### src/rtl/coder_miller_tx.sv
// coder_miller_tx: Miller (delay-modulation) serial transmitter with valid/ready word input.
// Optional feature macro: CODER_MILLER_PARITY_EN (appends an even-parity bit to every frame).
// Ports:
//    clk_100m  - clock, all registers on its rising edge
//    rst_n     - asynchronous active-low reset
//    data_i    - DATA_W-bit word, captured on valid_i && ready_o
//    valid_i   - data_i is valid
//    ready_o   - a word can be accepted this cycle
//    miller_o  - registered Miller line level
//    busy_o    - a frame is on the line
//    done_o    - one-cycle pulse in the last cycle of a frame
module coder_miller_tx #(
   parameter int DATA_W       = 8,
   parameter int HALF_BIT_CYC = 5,
   parameter int MSB_FIRST    = 1
) (
   input  logic              clk_100m,
   input  logic              rst_n,
   input  logic [DATA_W-1:0] data_i,
   input  logic              valid_i,
   output logic              ready_o,
   output logic              miller_o,
   output logic              busy_o,
   output logic              done_o
);
   localparam int HW = HALF_BIT_CYC > 1 ? $clog2(HALF_BIT_CYC) : 1;
   localparam int BW = $clog2(DATA_W + 1);
`ifdef CODER_MILLER_PARITY_EN
   localparam int FW = DATA_W + 1;
`else
   localparam int FW = DATA_W;
`endif
   typedef enum logic [1:0] {IDLE, FIRST_HALF, SECOND_HALF} state_t;
   state_t          state, state_n;
   logic [HW-1:0]   half_cnt;
   logic [BW-1:0]   bit_idx;
   logic [FW-1:0]   sr, sr_sh, ld;
   logic            half_last, bit_end, last, accept;
   logic            cur_bit, nxt_bit, ld_bit, prev_bit;
`ifdef CODER_MILLER_PARITY_EN
   assign ld = (MSB_FIRST != 0) ? {data_i, ^data_i} : {^data_i, data_i};
`else
   assign ld = data_i;
`endif
   assign half_last = half_cnt == HW'(HALF_BIT_CYC - 1);
   assign bit_end   = state == SECOND_HALF && half_last;
   assign last      = bit_end && bit_idx == BW'(FW - 1);
   assign ready_o   = state == IDLE || last;
   assign busy_o    = state != IDLE;
   assign done_o    = last;
   assign accept    = valid_i && ready_o;
   assign sr_sh     = (MSB_FIRST != 0) ? sr << 1 : sr >> 1;
   assign cur_bit   = (MSB_FIRST != 0) ? sr[FW-1] : sr[0];
   assign nxt_bit   = (MSB_FIRST != 0) ? sr_sh[FW-1] : sr_sh[0];
   assign ld_bit    = (MSB_FIRST != 0) ? ld[FW-1] : ld[0];
   // Bit sent before the one about to start: forced to 1 after idle, otherwise the
   // current bit, which also carries line-code continuity into a back-to-back frame.
   assign prev_bit  = state == IDLE ? 1'b1 : cur_bit;
   always_ff @(posedge clk_100m or negedge rst_n) begin
      if (!rst_n) state <= IDLE;
      else        state <= state_n;
   end
   always_comb begin
      state_n = state;
      case (state)
         IDLE:        state_n = accept ? FIRST_HALF : IDLE;
         FIRST_HALF:  state_n = half_last ? SECOND_HALF : FIRST_HALF;
         SECOND_HALF: state_n = !half_last ? SECOND_HALF : (last && !accept) ? IDLE : FIRST_HALF;
         default:     state_n = IDLE;
      endcase
   end
   always_ff @(posedge clk_100m or negedge rst_n) begin
      if (!rst_n) begin
         half_cnt <= '0;
         bit_idx  <= '0;
         sr       <= '0;
         miller_o <= 1'b0;
      end else begin
         half_cnt <= (state == IDLE || half_last) ? '0 : half_cnt + 1'b1;
         if (accept) begin
            sr       <= ld;
            bit_idx  <= '0;
            miller_o <= miller_o ^ (!ld_bit && !prev_bit);
         end else if (bit_end) begin
            sr       <= sr_sh;
            bit_idx  <= bit_idx + 1'b1;
            // Boundary toggle for a 0 that follows a 0; the line holds when going idle.
            if (!last) miller_o <= miller_o ^ (!nxt_bit && !cur_bit);
         end else if (state == FIRST_HALF && half_last) begin
            miller_o <= miller_o ^ cur_bit;
         end
      end
   end
endmodule

### config.mk
export PLATFORM = sky130hd
export DESIGN_NAME = coder_miller_tx
export DESIGN_NICKNAME = d
export VERILOG_FILES = /design/src/rtl/coder_miller_tx.sv
export SDC_FILE = /design/constraint.sdc
export NUM_CORES = 1
export LEC_CHECK = 0
export ABC_CLOCK_PERIOD_IN_PS = 3300
export CAP_MARGIN = 5
export CORE_AREA = 2 2 49 51
export DETAILED_ROUTE_END_ITERATION = 6
export DIE_AREA = 0 0 51 53
export PLACE_DENSITY_LB_ADDON = 0.05
export SYNTH_ARGS = -nofsm -noshare
export SYNTH_HDL_FRONTEND = slang
export SYNTH_SLANG_ARGS = --single-unit
export TNS_END_PERCENT = 5
### constraint.sdc
create_clock -name clk_100m -period 3.3 [get_ports clk_100m]
set_input_delay 0.33 -clock clk_100m [delete_from_list [all_inputs] [get_ports clk_100m]]
set_output_delay 0.33 -clock clk_100m [all_outputs]
set_load 0.05 [all_outputs]
# Word-level counts from Yosys, hierarchy flattened
# Index checks and enable logic that the tools add are counted.
totals:
  regBits: 18
  n_memories: 0
  out_inout_bits: 4
  rom_bits: 0
  wordCells: 49
  ramBits: 0
  latch_bits: 0
  inputBits: 11
op_classes:
  addsub: 2
  reduce_logical: 19
  bitwise: 3
  muxes: 15
  n_lt_le_gt_ge: 0
  shift: 0
  eq_ne: 5
  div_mod_pow: 0
  mul: 0
ops:
  columns: ["cell", "n"]
  rows:
  - ["8-bit 2-to-1 mux", 2]
  - ["4-bit 2-to-1 mux", 2]
  - ["1-bit logical AND", 7]
  - ["1-bit 2-to-1 mux", 7]
  - ["2-bit one-hot mux with 3 select lines", 1]
  - ["1-bit zero test", 5]
  - ["4-bit by 1-bit adder with 4-bit output, second input constant", 1]
  - ["4-bit by 3-bit equality test with 1-bit output, second input constant", 1]
  - ["2-bit 2-to-1 mux", 2]
  - ["2-bit nonzero test", 2]
  - ["3-bit by 1-bit adder with 3-bit output, second input constant", 1]
  - ["3-bit equality test, second input constant", 1]
  - ["3-bit 2-to-1 mux", 1]
  - ["3-bit by 2-bit inequality test with 1-bit output, second input constant", 1]
  - ["3-bit nonzero test", 1]
  - ["1-bit XOR", 3]
  - ["2-bit by 1-bit equality test with 1-bit output, second input constant", 1]
  - ["2-bit equality test, second input constant", 1]
  - ["2-bit zero test", 1]
  - ["1-bit logical OR", 2]
  - ["2-bit AND reduction", 1]

# Longest topological paths before layout
# Gate-level depths: netlist of the first run.
logic_depth:
  depth_word: 10
  ltp_mapped: 8

# Worst setup path after synthesis of the first run
# Ideal clock, no wire load.
synth_path:
  kind: "reg2out"
  from: "register half_cnt[0]"
  to: "output port ready_o"
  n_path_buf: 1
  arrival_time_ns: 1.429
  setup_slack_ns: 1.541
  t_required_ns: 2.970
  stages_incl_launch_ff: 7
  cell_sequence: "dfrtp_1 > inv_1 > ha_1 > and4b_1 > buf_6 > nand4b_4 > nand2_1"
synth_via:
  elab_chain_len: 4
synth_lines:
  columns: ["item", "line_no", "text"]
  rows:
  - ["start, declared", "35", "logic [HW-1:0] half_cnt;"]
  - ["start signal, assigned", "79", "half_cnt <= (state == IDLE || half_last) ? '0 : half_cnt + 1'b1;"]
  - ["3-bit equality test", "45", "assign half_last = half_cnt == HW'(HALF_BIT_CYC - 1);"]
  - ["1-bit logical AND", "46", "assign bit_end = state == SECOND_HALF && half_last;"]
  - ["1-bit logical AND", "47", "assign last = bit_end && bit_idx == BW'(FW - 1);"]
  - ["1-bit logical OR", "48", "assign ready_o = state == IDLE || last;"]
  - ["end, declared", "21", "output logic ready_o,"]
# No other way between the ends.

# Worst setup path in the final report of the first run
# Ends and elaborated chain as after synthesis.

==> results of run 1 <==
critical path, stage by stage (launching register included):
cell             delay [ns]
dfrtp_1                0.39
inv_1                  0.07
ha_1                   0.20
and4b_1                0.53
nand4b_4               0.16
nand2_1                0.10
clkdlybuf4s50_1        0.79
routing by layer:
layer,vias up,part of all wire,global-route usage
li1,360,-,-
met1,346,0.44,0.180
met2,14,0.52,0.288
met3,2,0.035,0.0339
met4,0,0.0094,0.0946
met5,-,0,0
worst max path at each step:
| stage | startpoint | to | slack (ns) | cells after the start |
|---|---|---|---|---|
| after floorplan | half_cnt[0] | ready_o | 1.54 | 6 |
| after global placement | half_cnt[0] | ready_o | 0.79 | 6 |
| after detailed placement | half_cnt[0] | ready_o | 0.75 | 6 |
| after CTS | half_cnt[0] | ready_o | 0.42 | 6 |
| after global routing | half_cnt[0] | ready_o | 0.25 | 6 |
| final | half_cnt[0] | ready_o | 0.44 | 6 |
flip-flops by register name, summed over array words and instances, names as in the netlist:
| name | count |
|---|---|
| bit_idx | 4 |
| half_cnt | 3 |
| miller_o | 1 |
| sr | 8 |
| state | 2 |
layout make-up:
class | instances | area, sq um | share of cell area
Multi-Input combinational cell | 70 | 459 | 0.409
Sequential cell | 18 | 450 | 0.401
Timing Repair Buffer | 14 | 140 | 0.125
Tap cell | 28 | 35.0 | 0.0312
Clock buffer | 3 | 22.5 | 0.0201
Inverter | 4 | 15.0 | 0.0134
power by group through the flow:
stage | Combinational [W] | Clock [W] | Sequential, W
after floorplan | 0.000230 | 0 | 0.000372
after global placement | 0.000328 | 0 | 0.000361
after detailed placement | 0.000338 | 0 | 0.000362
after CTS | 0.000338 | 0.000114 | 0.000358
after global routing | 0.000372 | 0.000121 | 0.000369
final | 0.000332 | 0.000108 | 0.000358
metrics by stage:
stage	cells	power (W)	util	area, sq um
2_1_floorplan	95	0.000602	-	946
3_3_place_gp	134	0.000689	0.512	1100
3_5_place_dp	134	0.000699	0.512	1100
4_1_cts	137	0.000810	0.522	1120
5_1_grt	137	0.000862	0.522	1120
6_report	137	0.000798	0.522	1120
layout by cell type, fill, tap and decap left out, types with 3 or more instances in the layout:
cell / count
mux2i_1: 3
dfrtp_1: 18
a21oi_1: 14
nand2_1: 13
and3_1: 3
ha_1: 3
clkdlybuf4s50_1: 14
xor2_1: 3
clkbuf_4: 3
nor2_1: 13
cells by family after synthesis:
logic type | Yosys count | share of synthesized area
AOI/OAI and AO/OA | 25 | 0.188
xor gates and xnor gates | 3 | 0.0278
adders and majority gates | 3 | 0.0397
buffers and inverters | 7 | 0.0384
DFF | 18 | 0.476
muxes | 3 | 0.0317
and+or+nand+nor | 36 | 0.198
==> impl_metrics.toml, run 1 <==
[global_route]
grt_usage = 0.162
grt_max_degree = 19
grt_pass1_wl_microns = 3150
grt_overflow = 0
antenna_found_initial = 0
first_global_vias = 727

[critical_path]
cp_max_fo = 10
arrival_ns = 2.53
reg2reg_slack_ns = 1.32
reg2reg_from = "half_cnt[0]"
r2r_cells = 6
start_kind = "flop"
worst-setup-path-type = "reg2out"
reg2reg_to = "sr[1]"
endpoint_kind = "output pin"
worstPathRequired_ns = 2.97

[yosys]
synth_top_area_frac = 0.476
synth_top_cell_by_area = "dfrtp_1"
async_flop_share = 1.00
synth_common_cells = "dfrtp_1, a21oi_1, nand2_1, nor2_1"
synth_nets = 109
synth-edff-count = 0
ys_warn_count = 0
ys.flop_type = "dfrtp_1"
ys_ff_latch = 18
yosysSeqAreaShare = 0.476
yosys-top-cells-area = "dfrtp_1, a21oi_1, nand2_1"
ys_types = 25
synth_cells = 95
syn-mean-instance-area_sq_um = 9.96
syn_area_sq_um = 946
synth_most_common_cell = "dfrtp_1"

[worst_hold_path]
hp-start = "miller_o"
holdPathEnd = "miller_o"
min_path_cells = 1
hold_class = "reg2reg"

[clocking]
post_cts_resized = 0
cts_buffer_depth = 2
clock_latency_ns = 0.29
cts_hold_buf = 0
htree_levels = 1
post_cts_buffers = 0
clk_pin_slew_ns = 0.10
clock_sinks = 18
numCtsBuffers = 3
clockRootBuffer = "clkbuf_4"
cts_tree = "done"

[floorplan]
die_h_microns = 53
io_pins = 15
row_count = 17
fp.dieW_microns = 51
die-area_sq_mm = 0.00270
coreArea_sq_mm = 0.00215
initial_utilization = 0.440

[job]
drv_cap = 0

[final_layout]
final_layout_size_suffix_gt1_frac = 0.0917
antennaDiodeCount = 0
nFillCells = 209
nNetsFinal = 125
area_delta_synth_final_pct = 18.7

[timing]
hold_violations = 0
relSlewSlack = 0.446
rsz0062_at_grt = "false"
tightest_slew_ns = 0.828
tns_ns = 0
clock-skew-final_ns = 0.00536
fin_crit_ns = 2.86
fin_crit_sh = 0.867
hold_slack_ns = 0.478
max_freq_ghz = 0.349
slew_violations = 0
finalWorstSetupSlack_ns = 0.438
finalSetupViolations = 0

[routing]
wire_per_inst_microns = 13.2
viasPerCell = 5.27
routed_wl_microns = 1810
dr.pass1.iters = 4
drt_iter0_drc = 3
ant_nets = 0
drc = 0
num_vias = 722

[placement]
hpwl_microns = 1300
place.gp.congestion = 0.682
portBuffers = 14
post-place-ws_ns = 0.752

[run_status]
status = "finished, final reports clean"

[pwr]
power_density_mw_per_mm2 = 711
leakage_nw = 0.610
clkPwrFrac = 0.135
p_switching_w = 0.000315
p_seq_frac = 0.448
power_frac_comb = 0.416
vdd_drop_max_v = 0.000360
swShare = 0.395
p_int_w = 0.000482
No activity file was read; power rests on OpenSTA's default activity.
==> inputs of run 2 (changes only) <==
- CORE_AREA: 2 2 49 51 -> 2 2 45 57
- DIE_AREA: 0 0 51 53 -> 0 0 47 59
==> impl_metrics.toml, run 2 (same netlist as run 1, synthesis figures left out) <==
[routing]
viasPerCell = 5.20
dr.pass1.iters = 4
highest_layer = "met4"
drc = 0
ant_nets = 0
num_vias = 728
drt_iter0_drc = 11
wl_met3_microns = 61
routed_wl_microns = 1870
met2WireLength_microns = 971
wl_met1_microns = 813
wire_per_inst_microns = 13.4

[floorplan]
die_h_microns = 59
row_count = 19
coreArea_sq_mm = 0.00219
die-area_sq_mm = 0.00277
fp.dieW_microns = 47
initial_utilization = 0.432
io_pins = 15

[final_layout]
area_delta_synth_final_pct = 19.0
antennaDiodeCount = 0
multi_input_area_sq_um = 459
layout_commonest_cell = "dfrtp_1"
nNetsFinal = 125
final_cell_mix = "dfrtp_1, a21oi_1, clkdlybuf4s50_1, nand2_1, nor2_1"
nFillCells = 236
seq_area_sq_um = 450
final_layout_size_suffix_gt1_frac = 0.0917
largest_register = "sr"
final_cell_area_sq_mm = 0.00113
largest_reg_flops = 8
reg.largest.list = "sr (8), bit_idx (4), half_cnt (3)"

[clocking]
post_cts_buffers = 0
clockRootBuffer = "clkbuf_4"
cts_buffer_depth = 2
clock_latency_ns = 0.29
cts_tree = "done"
htree_levels = 1
cts_hold_buf = 0
numCtsBuffers = 3
clock_sinks = 18
post_cts_resized = 0
clk_pin_slew_ns = 0.10

[timing]
tightest_slew_ns = 0.827
hold_violations = 0
tns_ns = 0
finalSetupViolations = 0
fin_crit_sh = 0.871
max_freq_ghz = 0.348
relSlewSlack = 0.447
rsz0062_at_grt = "false"
slew_violations = 0
fin_crit_ns = 2.87
clock-skew-final_ns = 0.00383

[global_route]
grt_pass1_wl_microns = 3440
grt_max_degree = 19
grt_usage = 0.173
antenna_found_initial = 0
grt_overflow = 0
first_global_vias = 751

[pwr]
leakage_nw = 0.610
vdd_drop_max_v = 0.000351
power_density_mw_per_mm2 = 709

[critical_path]
arrival_ns = 2.54
start_kind = "flop"
endpoint_kind = "output pin"
worstPathRequired_ns = 2.97
cp_max_fo = 10
worst-setup-path-type = "reg2out"

[placement]
place.gp.congestion = 0.667
portBuffers = 14
placed_area_sq_mm = 0.00110
hpwl_microns = 1370

[run_status]
status = "finished, final reports clean"

[worst_hold_path]
hold_class = "reg2reg"

[job]
drv_cap = 0
==> run 2: area by class of cell <==
type                            count  share of cell area
Multi-Input combinational cell     70               0.408
Sequential cell                    18               0.400
Timing Repair Buffer               14               0.124
Tap cell                           31              0.0344
Clock buffer                        3              0.0200
Inverter                            4              0.0133
==> run 2: final timing paths <==
check	start	to	slack (ns)	cells past startpoint
max reg2reg	half_cnt[0]	sr[4]	1.30	6
min in group asynchronous	rst_n	state[0]	0.51	1
min reg2reg	miller_o	miller_o	0.47	1
max in group asynchronous	rst_n	bit_idx[1]	2.28	1
min	miller_o	miller_o	0.47	1
max	half_cnt[0]	done_o	0.43	6
==> run 2: power breakdown <==
part | internal [W] | total, W | switching, W
Combinational | 0.000139 | 0.000333 | 0.000194
Sequential | 0.000301 | 0.000359 | 0.0000576
Clock | 0.0000424 | 0.000107 | 0.0000646
==> run 2: routing by layer <==
layer	track usage	up-vias
li1	-	358
met1	0.224	349
met2	0.286	17
met3	0.0183	4
met4	0.0714	0
met5	0	-
==> run 2: worst max-delay path, cell delays in order (launching register included) <==
cell and delay, ns:
dfrtp_1 0.39, inv_1 0.07, ha_1 0.20, and4b_1 0.54
nand4b_4 0.17, inv_2 0.09, clkdlybuf4s50_1 0.80
==> run 2: metrics by stage <==
step | worst slack (ns) | hold slack [ns] | std cells | power, W | util
floorplan | 1.54 | 0.0344 | 95 | 0.000602 | -
global route | 0.223 | 0.496 | 140 | 0.000880 | 0.515
detailed placement | 0.748 | 0.463 | 137 | 0.000704 | 0.505
finish | 0.426 | 0.474 | 140 | 0.000799 | 0.515
global placement | 0.793 | 0.461 | 137 | 0.000692 | 0.505
CTS | 0.409 | 0.477 | 140 | 0.000814 | 0.515
